[config.mk]
export PLATFORM = sky130hd
export DESIGN_NAME = pd_rx_framer
export DESIGN_NICKNAME = d
export VERILOG_FILES = /design/src/rtl/pd_rx_framer.sv
export SDC_FILE = /design/constraint.sdc
export NUM_CORES = 1
export LEC_CHECK = 0
export CAP_MARGIN = 10
export CORE_MARGIN = 1.5
export CORE_UTILIZATION = 46
export CTS_BUF_LIST = sky130_fd_sc_hd__clkbuf_16
export DETAILED_ROUTE_END_ITERATION = 6
export PLACE_DENSITY_LB_ADDON = 0.08
export SYNTH_ARGS = -nofsm -noshare
export SYNTH_HDL_FRONTEND = slang
export SYNTH_SLANG_ARGS = --single-unit
[constraint.sdc]
create_clock -name clk -period 3.95 [get_ports clk]
set_clock_uncertainty 0.15 [all_clocks]
set_input_delay 0.79 -clock clk [delete_from_list [all_inputs] [get_ports clk]]
set_output_delay 0.79 -clock clk [all_outputs]
set_load 0.05 [all_outputs]
[src/rtl/pd_rx_framer.sv]
// USB-PD BMC receive framer. Hunts SOP*/Hard Reset/Cable Reset ordered sets
// in an aligned 4b5b symbol stream, then packs data nibbles into bytes until EOP.
// Only data codes flush the ordered-set window. Invalid codes are shifted in, so
// a single corrupted symbol can still be tolerated as a mismatched position.
module pd_rx_framer #(
  parameter int MAX_BYTES = 64,
  parameter int IDLE_TO   = 255,
  parameter int SOP_TOL   = 1
) (
  input  logic       clk,
  input  logic       rst_n,
  input  logic       en,
  input  logic       sym_valid,
  input  logic [4:0] sym,
  output logic       frame_start,
  output logic [1:0] sop_type,
  output logic       byte_valid,
  output logic [7:0] byte_data,
  output logic [8:0] byte_cnt,
  output logic       frame_end,
  output logic       frame_err,
  output logic [2:0] err_code,
  output logic       hrst_det,
  output logic       crst_det,
  output logic       busy
);

  localparam logic [4:0] K_S1  = 5'b11000;
  localparam logic [4:0] K_S2  = 5'b10001;
  localparam logic [4:0] K_S3  = 5'b00110;
  localparam logic [4:0] K_R1  = 5'b00111;
  localparam logic [4:0] K_R2  = 5'b11001;
  localparam logic [4:0] K_EOP = 5'b01101;
  localparam int GW = $clog2(IDLE_TO + 1);

  typedef enum logic [1:0] {IDLE, LO, HI} state_t;

  state_t          state;
  logic [3:0][4:0] win;
  logic [3:0][4:0] win_nx;
  logic [GW-1:0]   gap;
  logic [3:0]      lo_nib;

  logic            is_data;
  logic            is_k;
  logic [3:0]      nib;
  logic [2:0]      os_sel;  // 0 none, 1 HR, 2 CR, 3 SOP, 4 SOP', 5 SOP''

  function automatic logic [2:0] n_eq(input logic [3:0][4:0] w,
                                      input logic [4:0] p0, input logic [4:0] p1,
                                      input logic [4:0] p2, input logic [4:0] p3);
    return {2'b0, w[0] == p0} + {2'b0, w[1] == p1} +
           {2'b0, w[2] == p2} + {2'b0, w[3] == p3};
  endfunction

  // Classify the incoming symbol as data nibble, K-code or invalid.
  always_comb begin
    is_data = 1'b1;
    nib     = 4'h0;
    case (sym)
      5'b11110: nib = 4'h0;
      5'b01001: nib = 4'h1;
      5'b10100: nib = 4'h2;
      5'b10101: nib = 4'h3;
      5'b01010: nib = 4'h4;
      5'b01011: nib = 4'h5;
      5'b01110: nib = 4'h6;
      5'b01111: nib = 4'h7;
      5'b10010: nib = 4'h8;
      5'b10011: nib = 4'h9;
      5'b10110: nib = 4'hA;
      5'b10111: nib = 4'hB;
      5'b11010: nib = 4'hC;
      5'b11011: nib = 4'hD;
      5'b11100: nib = 4'hE;
      5'b11101: nib = 4'hF;
      default:  is_data = 1'b0;
    endcase
    is_k = (sym == K_S1) || (sym == K_S2) || (sym == K_S3) ||
           (sym == K_R1) || (sym == K_R2) || (sym == K_EOP);
  end

  // Match the window as it would look with this symbol shifted in; exact beats tolerant.
  always_comb begin
    logic [2:0] c [5];
    win_nx = {sym, win[3], win[2], win[1]};
    c[0] = n_eq(win_nx, K_R1, K_R1, K_R1, K_R2);
    c[1] = n_eq(win_nx, K_R1, K_S1, K_R1, K_S3);
    c[2] = n_eq(win_nx, K_S1, K_S1, K_S1, K_S2);
    c[3] = n_eq(win_nx, K_S1, K_S1, K_S3, K_S3);
    c[4] = n_eq(win_nx, K_S1, K_S3, K_S1, K_S3);
    os_sel = 3'd0;
    if (SOP_TOL != 0) begin
      if      (c[0] >= 3'd3) os_sel = 3'd1;
      else if (c[1] >= 3'd3) os_sel = 3'd2;
      else if (c[2] >= 3'd3) os_sel = 3'd3;
      else if (c[3] >= 3'd3) os_sel = 3'd4;
      else if (c[4] >= 3'd3) os_sel = 3'd5;
    end
    if      (c[0] == 3'd4) os_sel = 3'd1;
    else if (c[1] == 3'd4) os_sel = 3'd2;
    else if (c[2] == 3'd4) os_sel = 3'd3;
    else if (c[3] == 3'd4) os_sel = 3'd4;
    else if (c[4] == 3'd4) os_sel = 3'd5;
  end

  assign busy = (state != IDLE);

  // Framer FSM with registered pulse outputs, gap timer and byte packing.
  always_ff @(posedge clk or negedge rst_n) begin
    if (!rst_n) begin
      state       <= IDLE;
      win         <= '0;
      gap         <= '0;
      lo_nib      <= '0;
      frame_start <= 1'b0;
      sop_type    <= '0;
      byte_valid  <= 1'b0;
      byte_data   <= '0;
      byte_cnt    <= '0;
      frame_end   <= 1'b0;
      frame_err   <= 1'b0;
      err_code    <= '0;
      hrst_det    <= 1'b0;
      crst_det    <= 1'b0;
    end else begin
      frame_start <= 1'b0;
      byte_valid  <= 1'b0;
      frame_end   <= 1'b0;
      frame_err   <= 1'b0;
      hrst_det    <= 1'b0;
      crst_det    <= 1'b0;
      if (!en) begin
        state    <= IDLE;
        win      <= '0;
        gap      <= '0;
        byte_cnt <= '0;
      end else begin
        case (state)
          IDLE: begin
            gap <= '0;
            if (sym_valid) begin
              if (is_data) begin
                win <= '0;
              end else begin
                case (os_sel)
                  3'd1: begin hrst_det <= 1'b1; win <= '0; end
                  3'd2: begin crst_det <= 1'b1; win <= '0; end
                  3'd3, 3'd4, 3'd5: begin
                    frame_start <= 1'b1;
                    sop_type    <= 2'(os_sel - 3'd3);
                    byte_cnt    <= '0;
                    win         <= '0;
                    state       <= LO;
                  end
                  default: win <= win_nx;
                endcase
              end
            end
          end
          default: begin
            if (sym_valid) begin
              gap <= '0;
              if (is_data) begin
                if (state == LO) begin
                  lo_nib <= nib;
                  state  <= HI;
                end else if (byte_cnt == 9'(MAX_BYTES)) begin
                  frame_err <= 1'b1;
                  err_code  <= 3'd4;
                  state     <= IDLE;
                end else begin
                  byte_valid <= 1'b1;
                  byte_data  <= {nib, lo_nib};
                  byte_cnt   <= byte_cnt + 9'd1;
                  state      <= LO;
                end
              end else if (sym == K_EOP) begin
                if (state == LO) frame_end <= 1'b1;
                else begin
                  frame_err <= 1'b1;
                  err_code  <= 3'd3;
                end
                state <= IDLE;
              end else begin
                frame_err <= 1'b1;
                err_code  <= is_k ? 3'd2 : 3'd1;
                state     <= IDLE;
              end
            end else if (gap == GW'(IDLE_TO)) begin
              frame_err <= 1'b1;
              err_code  <= 3'd5;
              gap       <= '0;
              state     <= IDLE;
            end else begin
              gap <= gap + 1'b1;
            end
          end
        endcase
      end
    end
  end

endmodule

==> results of run 1 <==
[synth_stat cells (2+ instances only)]
master,count
sky130_fd_sc_hd__inv_1,17
sky130_fd_sc_hd__or2_2,2
sky130_fd_sc_hd__buf_2,2
sky130_fd_sc_hd__a21oi_1,8
sky130_fd_sc_hd__nand2b_1,3
sky130_fd_sc_hd__o211ai_1,4
sky130_fd_sc_hd__nor4_1,2
sky130_fd_sc_hd__inv_2,2
sky130_fd_sc_hd__buf_1,2
sky130_fd_sc_hd__dfrtp_1,57
sky130_fd_sc_hd__or4_1,2
sky130_fd_sc_hd__nand2_1,46
sky130_fd_sc_hd__nand3_1,16
sky130_fd_sc_hd__nor3_1,8
sky130_fd_sc_hd__xor2_1,3
sky130_fd_sc_hd__o21ai_1,8
sky130_fd_sc_hd__and4b_1,3
sky130_fd_sc_hd__xnor2_1,6
sky130_fd_sc_hd__a311o_1,2
sky130_fd_sc_hd__fa_1,5
sky130_fd_sc_hd__a31oi_1,3
sky130_fd_sc_hd__nor3_2,2
sky130_fd_sc_hd__ha_1,18
sky130_fd_sc_hd__and3b_1,2
sky130_fd_sc_hd__a21o_1,3
sky130_fd_sc_hd__or4_4,2
sky130_fd_sc_hd__nand3b_1,2
sky130_fd_sc_hd__o22ai_1,4
sky130_fd_sc_hd__and3_1,7
sky130_fd_sc_hd__or3_1,5
sky130_fd_sc_hd__nor2b_1,3
sky130_fd_sc_hd__nor3b_1,4
sky130_fd_sc_hd__or2_1,2
sky130_fd_sc_hd__nor2_1,28
sky130_fd_sc_hd__mux2i_1,2
sky130_fd_sc_hd__a211oi_1,2
sky130_fd_sc_hd__clkbuf_1,10
sky130_fd_sc_hd__o21ai_0,13
sky130_fd_sc_hd__a22o_1,15
sky130_fd_sc_hd__or3b_1,2
sky130_fd_sc_hd__mux2_1,3
[flip-flops by register name (all words and copies together) (netlist names)]
| name | flops |
|---|---|
| byte_valid | 1 |
| state | 2 |
| hrst_det | 1 |
| sop_type | 2 |
| gap | 8 |
| byte_data | 8 |
| byte_cnt | 9 |
| err_code | 3 |
| lo_nib | 4 |
| win | 15 |
| frame_err | 1 |
| frame_start | 1 |
| crst_det | 1 |
| frame_end | 1 |
[where the power goes]
part	internal (mW)	switching, mW
combinational	0.0458	0.0633
sequential	0.588	0.00319
clock	0.544	0.266
[metal layers]
| layer | up-vias | track usage (%) |
|---|---|---|
| li1 | 1441 | - |
| met1 | 1440 | 31.53 |
| met2 | 77 | 37.88 |
| met3 | 12 | 3.638 |
| met4 | 0 | 10.09 |
| met5 | - | 0 |
[stage by stage]
step	TNS, ps	worst slack (ps)
final	-1414	-116.2
after CTS	-769.0	-55.80
after global routing	-3804	-190.6
after detailed placement	-26520	-992.3
after global placement	-25040	-920.0
after floorplan	-7419	-343.5
[layout make-up]
cell class / count / share of cell area (%)
clock buffers: 9 / 4.622
clock inverters: 7 / 1.746
inverters: 19 / 1.515
multi-input cells: 262 / 43.58
flip-flops and latches: 57 / 29.28
well taps: 99 / 2.542
repair buffers: 94 / 16.72
[what timing repair did]
| item | CTS | global route |
|---|---|---|
| buffers inserted | 8 | 4 |
| gates resized for setup | 60 | 21 |
| cloned | 1 | 0 |
| endpoints found under the setup margin | 30 | 28 |
| pin swaps | 31 | 34 |
[worst max-delay path, stage by stage]
cell,delay [ps]
sky130_fd_sc_hd__buf_6,110
sky130_fd_sc_hd__nor2_4,90
sky130_fd_sc_hd__and4b_2,260
sky130_fd_sc_hd__buf_4,130
sky130_fd_sc_hd__fa_1,420
sky130_fd_sc_hd__ha_2,210
sky130_fd_sc_hd__ha_4,270
sky130_fd_sc_hd__a21oi_2,50
sky130_fd_sc_hd__o311ai_2,270
sky130_fd_sc_hd__a21oi_2,100
sky130_fd_sc_hd__o21ai_1,150
sky130_fd_sc_hd__a21oi_2,90
sky130_fd_sc_hd__buf_4,160
sky130_fd_sc_hd__ha_4,160
sky130_fd_sc_hd__nor2_4,130
sky130_fd_sc_hd__buf_4,130
sky130_fd_sc_hd__o21ai_2,110
sky130_fd_sc_hd__nand3_4,170
sky130_fd_sc_hd__mux2_4,300
[cell families after synthesis]
kind of cell	synth area share, %
compound gates	16.20
xor+xnor	2.335
fa+ha+maj	9.637
buf+inv	4.077
flops	42.25
mux	1.927
simple gates	23.57
[worst paths after layout]
check / depth (start not counted) / endpoint / slack [ps] / startpoint
worst max-delay path: 19 / sop_type[1] / -120 / sym[3]
worst min-delay path: 2 / byte_data[0] / 320 / byte_data[0]
worst max register to register: 17 / sop_type[1] / -90 / win[14]
worst min register to register: 2 / byte_data[0] / 320 / byte_data[0]
max in group asynchronous: 2 / gap[1] / 2480 / rst_n
min in group asynchronous: 1 / byte_cnt[1] / 400 / rst_n
==> metrics list, run 1 <==
* Data required, critical path: ~4000 ps
* Slew @ Worst Pin: a little over 800 ps
- Netlist cell types: 64
* Total routing usage reported by global routing: a little under a quarter
- Setup WS post-layout: -116.2 ps
- The number of antenna diodes in the final layout is 0.
- Status: complete, but fails checks
- Cell area after placement: between 0.004 and 0.005 sq mm
* Leading cell types by total area after synthesis: sky130_fd_sc_hd__dfrtp_1 (42%), sky130_fd_sc_hd__ha_1 (6.7%), sky130_fd_sc_hd__nand2_1 (5.1%)
- Total CTS buffers: 9
- Cell leakage power: around 2.2 nW
- Placed cell count: 521
- Number of standard-cell rows in the floorplan: 31
- Gr ovfl total: 0
- The H-tree generated during clock tree synthesis spans 3 levels.
* CTS tree: done
- Routed signal wires occupy layers up through met4.
* Critical path arrival: just over 4000 ps
* Cts-stage hold buffer count: 0
* Utilization after layout: around two thirds
* Unrepaired setup endpoints after global routing: yes
* Max Cap Viol: 0
- The final layout contains around 480 nets.
- Avg Synthesized Cell Area: ~9.6 sq um
- Fraction of layout instances using a drive strength above 1: a little under a third
- STA classifies the critical path startpoint as an input pin.
- Most frequent cells in the layout: sky130_fd_sc_hd__dfrtp_1 (57), sky130_fd_sc_hd__buf_4 (54), sky130_fd_sc_hd__nand2_1 (43), sky130_fd_sc_hd__clkdlybuf4s50_1 (31), sky130_fd_sc_hd__nor2_1 (25)
* CTS Root Buffer Type: sky130_fd_sc_hd__clkbuf_16
- Number of remaining DRC errors: 0
- In the routed layout, each cell is associated on average with a via count of between 5 and 6.
* Yosys reg bits: 57
* HPWL Detailed: 5.631 mm
- The routed layout has between 2000 and 3000 vias.
* Final setup violating endpoints: 20
- Of all flip-flops after synthesis, the portion carrying an async set or reset was 100.0%.
- From bottom edge to top edge, the die measures approximately 90 microns.
- Initial DRT Pass Iterations: 4
- Avg WL per Cell: around 15 microns
* Post-route antenna net violation count: 0
- The first global-routing pass estimated about 14 mm of wire.
- Summing internal, switching and leakage power gives between 1.5 and 2 mW.
* Detailed route wirelength on metal3: 343 microns
* Path category of the worst min-delay check: register to register
- Leading area contributor after synthesis: sky130_fd_sc_hd__dfrtp_1
- After the flow finishes, the layout carries non-filler instances totaling ~550.
- Final wirelength: around 8.4 mm
* Fraction of synthesized cell area taken by the top area cell type: 42.25%
* Fillers: about 580
- Buffers placed on the I/O ports in this run total 37.
* Routed length on met2: around 4.1 mm
* Final period demand of the worst path: between 4000 and 5000 ps
- Initial DRC count: about 140
* YS warnings: 0
* Most used flip-flop cell after synthesis: sky130_fd_sc_hd__dfrtp_1
- Maximum number of pins on one net before global-route repair: 38
- Final GP Congestion: ~0.87
- Post-synthesis cell area: between 0.003 and 0.004 sq mm
- EDFF count, synth: 0
* Post-synth net total: just under 400
* Register area share after synthesis: 42.25%
- After clock tree synthesis, the clock-pin slew on the worst setup and hold paths is approximately 50 ps.
* Synthesis-to-layout area growth: 44.33%
* Area of combinational cells with multiple inputs: approximately 0.0021 sq mm
- Violated checks: setup timing
- Timing would allow up to between 0.2 and 0.25 GHz.
- The number of max-slew violations in the final report came to 0.
- Sequential standard cell area: roughly 0.0014 sq mm
* WL met1: between 3 and 4 mm
- Final clock period utilization by the worst path: 102.9%
* Maximum root-to-sink buffer count: 2
- The die is between 80 and 90 microns wide.
* Die Outline Area: a little under 0.008 sq mm
* Crit Path Max Fanout: 5
* Most common cell after layout, fill and taps aside: sky130_fd_sc_hd__dfrtp_1
* Initial core utilization: a little under half
* Final Instance Area: around 0.0049 sq mm
* Number of sinks handled by clock tree synthesis: between 50 and 60
* Initial antenna violation count: 0
* Post-Route Hold Slack: 321.6 ps
* Number of global-route vias before repair: 2918
* Total power per unit cell area: between 300 and 400 mW/mm^2
- Total I/O pin count: 38
- The final hold violation count came to 0.
- The setup path with the least slack is of type input pin to register.
- The core region is ~0.0072 sq mm.
- Clock latency at the later pin of the worst-skew pair: roughly 330 ps
* Number of instances in the synthesized netlist: 353
- In this run the tightest slew margin relative to its limit is between 40 and 50%.
- The worst setup path is captured at a register.
- Worst supply voltage drop on vdd: between 0.00015 and 0.0002 V
Power figures use the tool's default switching activity.
==> inputs of run 2 (changes only) <==
- DONT_BUFFER_PORTS: not set -> 1
==> run 2 against run 1 <==
  * The flow still finishes with violations (setup timing)
  * Cell count fell by 8.8%
  * Critical path depth down 5
  * Power is 2.4% higher
  * Setup slack better by 100 ps
  * First-iteration DRC count is 30% lower
  * Worst hold slack got worse by 180 ps
  * Sequential power about the same
  * Highest routed layer unchanged
==> metrics list, run 2 (synthesized netlist as in run 1, its figures left out) <==
- The maximum number of pins on one net before global-route repair is 51 (+34%).
- The critical path in this run is classified as input pin to register.
* Final wirelength: 8.128 mm (-3.7%)
* Flip-flop count of the largest register, all copies and words added: 15 (unchanged)
* Worst flop-to-flop path startpoint: win[14]
* Number of global-route vias before repair: 2544 (-13%)
- The peak supply drop was 0.0002048 V (+5.9%).
- The reported leakage power was 2.033 nW (-9.1%).
- Avg Vias per Cell: 5.519 (+1.6%)
* Register-to-Register Setup Slack: 10 ps (+100 ps)
- Endpoint of the worst register-to-register path: sop_type[1]
* Most frequent cells in the layout: sky130_fd_sc_hd__dfrtp_1 (57), sky130_fd_sc_hd__nand2_1 (46), sky130_fd_sc_hd__buf_4 (39), sky130_fd_sc_hd__nor2_1 (23), sky130_fd_sc_hd__a22o_1 (15)
- The maximum clock frequency was 0.2521 GHz (+2.5%).
- The overflow left after global routing was 0 (unchanged).
* Number of hold violations in the final report: 0 (unchanged)
* Number of I/O port buffers: 0 (-100%)
- The utilization after layout came to 62.04% (-5.9 points).
* Total routing usage reported by global routing: 21.04% (-2.5 points)
* Setup WS post-layout: -16.62 ps (+99.55 ps)
* Unrepaired setup endpoints after global routing: yes
* Total power per unit cell area: 347.5 mW/mm^2 (+12%)
- The CTS H-tree depth is 3 (unchanged).
* Maximum root-to-sink buffer count: 2 (unchanged)
- Fraction of layout instances using a drive strength above 1: 29.50% (-1.8 points)
* Initial antenna violation count: 0 (unchanged)
- The clock period minus worst slack is 3967 ps (-99.55 ps).
- Area inside the core boundary: 0.007176 sq mm (unchanged)
- Count of pins over their slew limit: 0 (unchanged)
* Data required, critical path: 4010 ps (about the same)
- The largest registers in the layout are win x15, byte_cnt x9.
- Total I/O pin count: 38 (unchanged)
- Final GP Congestion: 0.8062 (-7.6%)
* Synthesis-to-layout area growth: 31.88%
- Counting flops per register, the top entry is win.
* Max Cap Viol: 0 (unchanged)
- Element type at the critical path end: register
- The iteration-0 DRC count of the detailed router is 98 (-30%).
* CP Launch Type: input pin
- The number of detailed-route iterations in the first pass came to 4 (unchanged).
* CTS Root Buffer Type: sky130_fd_sc_hd__clkbuf_16
* Dpl ws: -347.8 ps (+644.6 ps)
- The count of filler cells inserted in the layout was 610 (+5.9%).
* X dimension of the die: 88.67 microns (unchanged)
- Status: complete, but fails checks
* Number of remaining DRC errors: 0 (unchanged)
- The headroom to the max-slew limit was 38.00% (-8.4 points).
- The min-delay analysis places its worst path in the category input pin to async pin.
- The total CTS buffers was 9 (unchanged).
- The initial core utilization came to 47.04% (unchanged).
* Avg WL per Cell: 16.29 microns (+5.6%)
* Slew @ Worst Pin: 926.9 ps (+122.7 ps)
- TritonCTS built the clock tree.
- The area of the die was 0.007861 sq mm (unchanged).
* Layout Nets: 427 (-10%)
* Number of sinks handled by clock tree synthesis: 57 (unchanged)
- Crit Path Max Fanout: 13 (+8)
- Clk pin slew, worst setup/hold paths: 50 ps (about the same)
- The row count came to 31 (unchanged).
- The checks that failed: setup timing.
- Final clock period utilization by the worst path: 100.4% (-2.5 points)
- The die boundary height was 88.67 microns (unchanged).
- Via count: 2754 (-7.3%)
- The arrival time at the worst endpoint was 4020 ps (-110 ps).
- Number of diodes added for antenna fixing: 0 (unchanged)
* TNS Setup: -31.65 ps (+1382 ps)
* Post-route antenna net violation count: 0 (unchanged)
* Clock latency at the later pin of the worst-skew pair: 320 ps (about the same)
- Worst Reg-to-Reg Cells: 18 (+1)
* Final setup violating endpoints: 2 (-90%)
- Global-route wire length before repair: 12.55 mm (-11%)
- HPWL Detailed: 5.266 mm (-6.5%)
* Most common cell after layout, fill and taps aside: sky130_fd_sc_hd__dfrtp_1
## run 2: per-stage QoR
| step | cell area, sq um | hold slack (ps) | total power [mW] | instances |
|---|---|---|---|---|
| after floorplan | 3502 | 288.6 | 0.6551 | 353 |
| after global placement | 3796 | 299.3 | 0.6572 | 472 |
| after detailed placement | 3796 | 313.4 | 0.6570 | 472 |
| after CTS | 4225 | 0.5500 | 1.541 | 492 |
| after global routing | 4452 | 144.8 | 1.594 | 499 |
| final | 4452 | 141.8 | 1.547 | 499 |
## run 2: what timing repair did
item,CTS,global route
gates resized for setup,13,25
endpoints found under the setup margin,27,28
endpoints found under the hold margin,8,29
pin swaps,8,36
cloned,0,1
hold buffers,1,3
buffers inserted,3,4
## run 2: cell type report
class | count | area [sq um] | area share [%]
multi-input cells | 262 | 2095 | 47.05
flip-flops and latches | 57 | 1426 | 32.04
repair buffers | 46 | 399.1 | 8.966
clock buffers | 9 | 225.2 | 5.059
well taps | 99 | 123.9 | 2.782
clock inverters | 7 | 108.9 | 2.445
inverters | 19 | 73.82 | 1.658
## run 2: worst max-delay path by stage
stage	startpoint	to	slack (ps)	depth (start not counted)
detailed placement	sym[1]	byte_cnt[7]	-350	15
global placement	sym[0]	byte_cnt[7]	-310	17
global route	win[18]	sop_type[1]	-140	16
finish	sym[1]	sop_type[1]	-20	14
floorplan	sym[3]	byte_cnt[8]	-340	16
CTS	win[5]	sop_type[1]	6	16
## run 2: routing by layer
layer  vias up  share of wire, %  wire length (microns)  GRT usage [%]
met5         -                 0                      0              0
met4         0              0.95                     77          5.824
met3         6               4.7                    384          6.903
met2        66                48                   3867          32.09
met1      1342                47                   3798          28.66
li1       1340                 -                      -              -
## run 2: worst max-delay path: stages
cell and delay [ps]:
sky130_fd_sc_hd__nand2b_4 140, sky130_fd_sc_hd__or4_4 440, sky130_fd_sc_hd__fa_2 400, sky130_fd_sc_hd__inv_2 70, sky130_fd_sc_hd__ha_4 190, sky130_fd_sc_hd__nor2b_1 130
sky130_fd_sc_hd__or4_4 480, sky130_fd_sc_hd__a21oi_2 140, sky130_fd_sc_hd__or2_4 180, sky130_fd_sc_hd__inv_4 50, sky130_fd_sc_hd__ha_4 170, sky130_fd_sc_hd__or3_4 400
sky130_fd_sc_hd__nand3_4 120, sky130_fd_sc_hd__mux2_4 300
## run 2: where the power goes
part	switching (mW)	total, mW	leakage, nW	internal, mW
Combinational	0.0453	0.0812	1.08	0.0359
Clock	0.266	0.875	0.167	0.610
Sequential	0.00270	0.590	0.784	0.588
Total	0.314	1.55	2.03	1.23
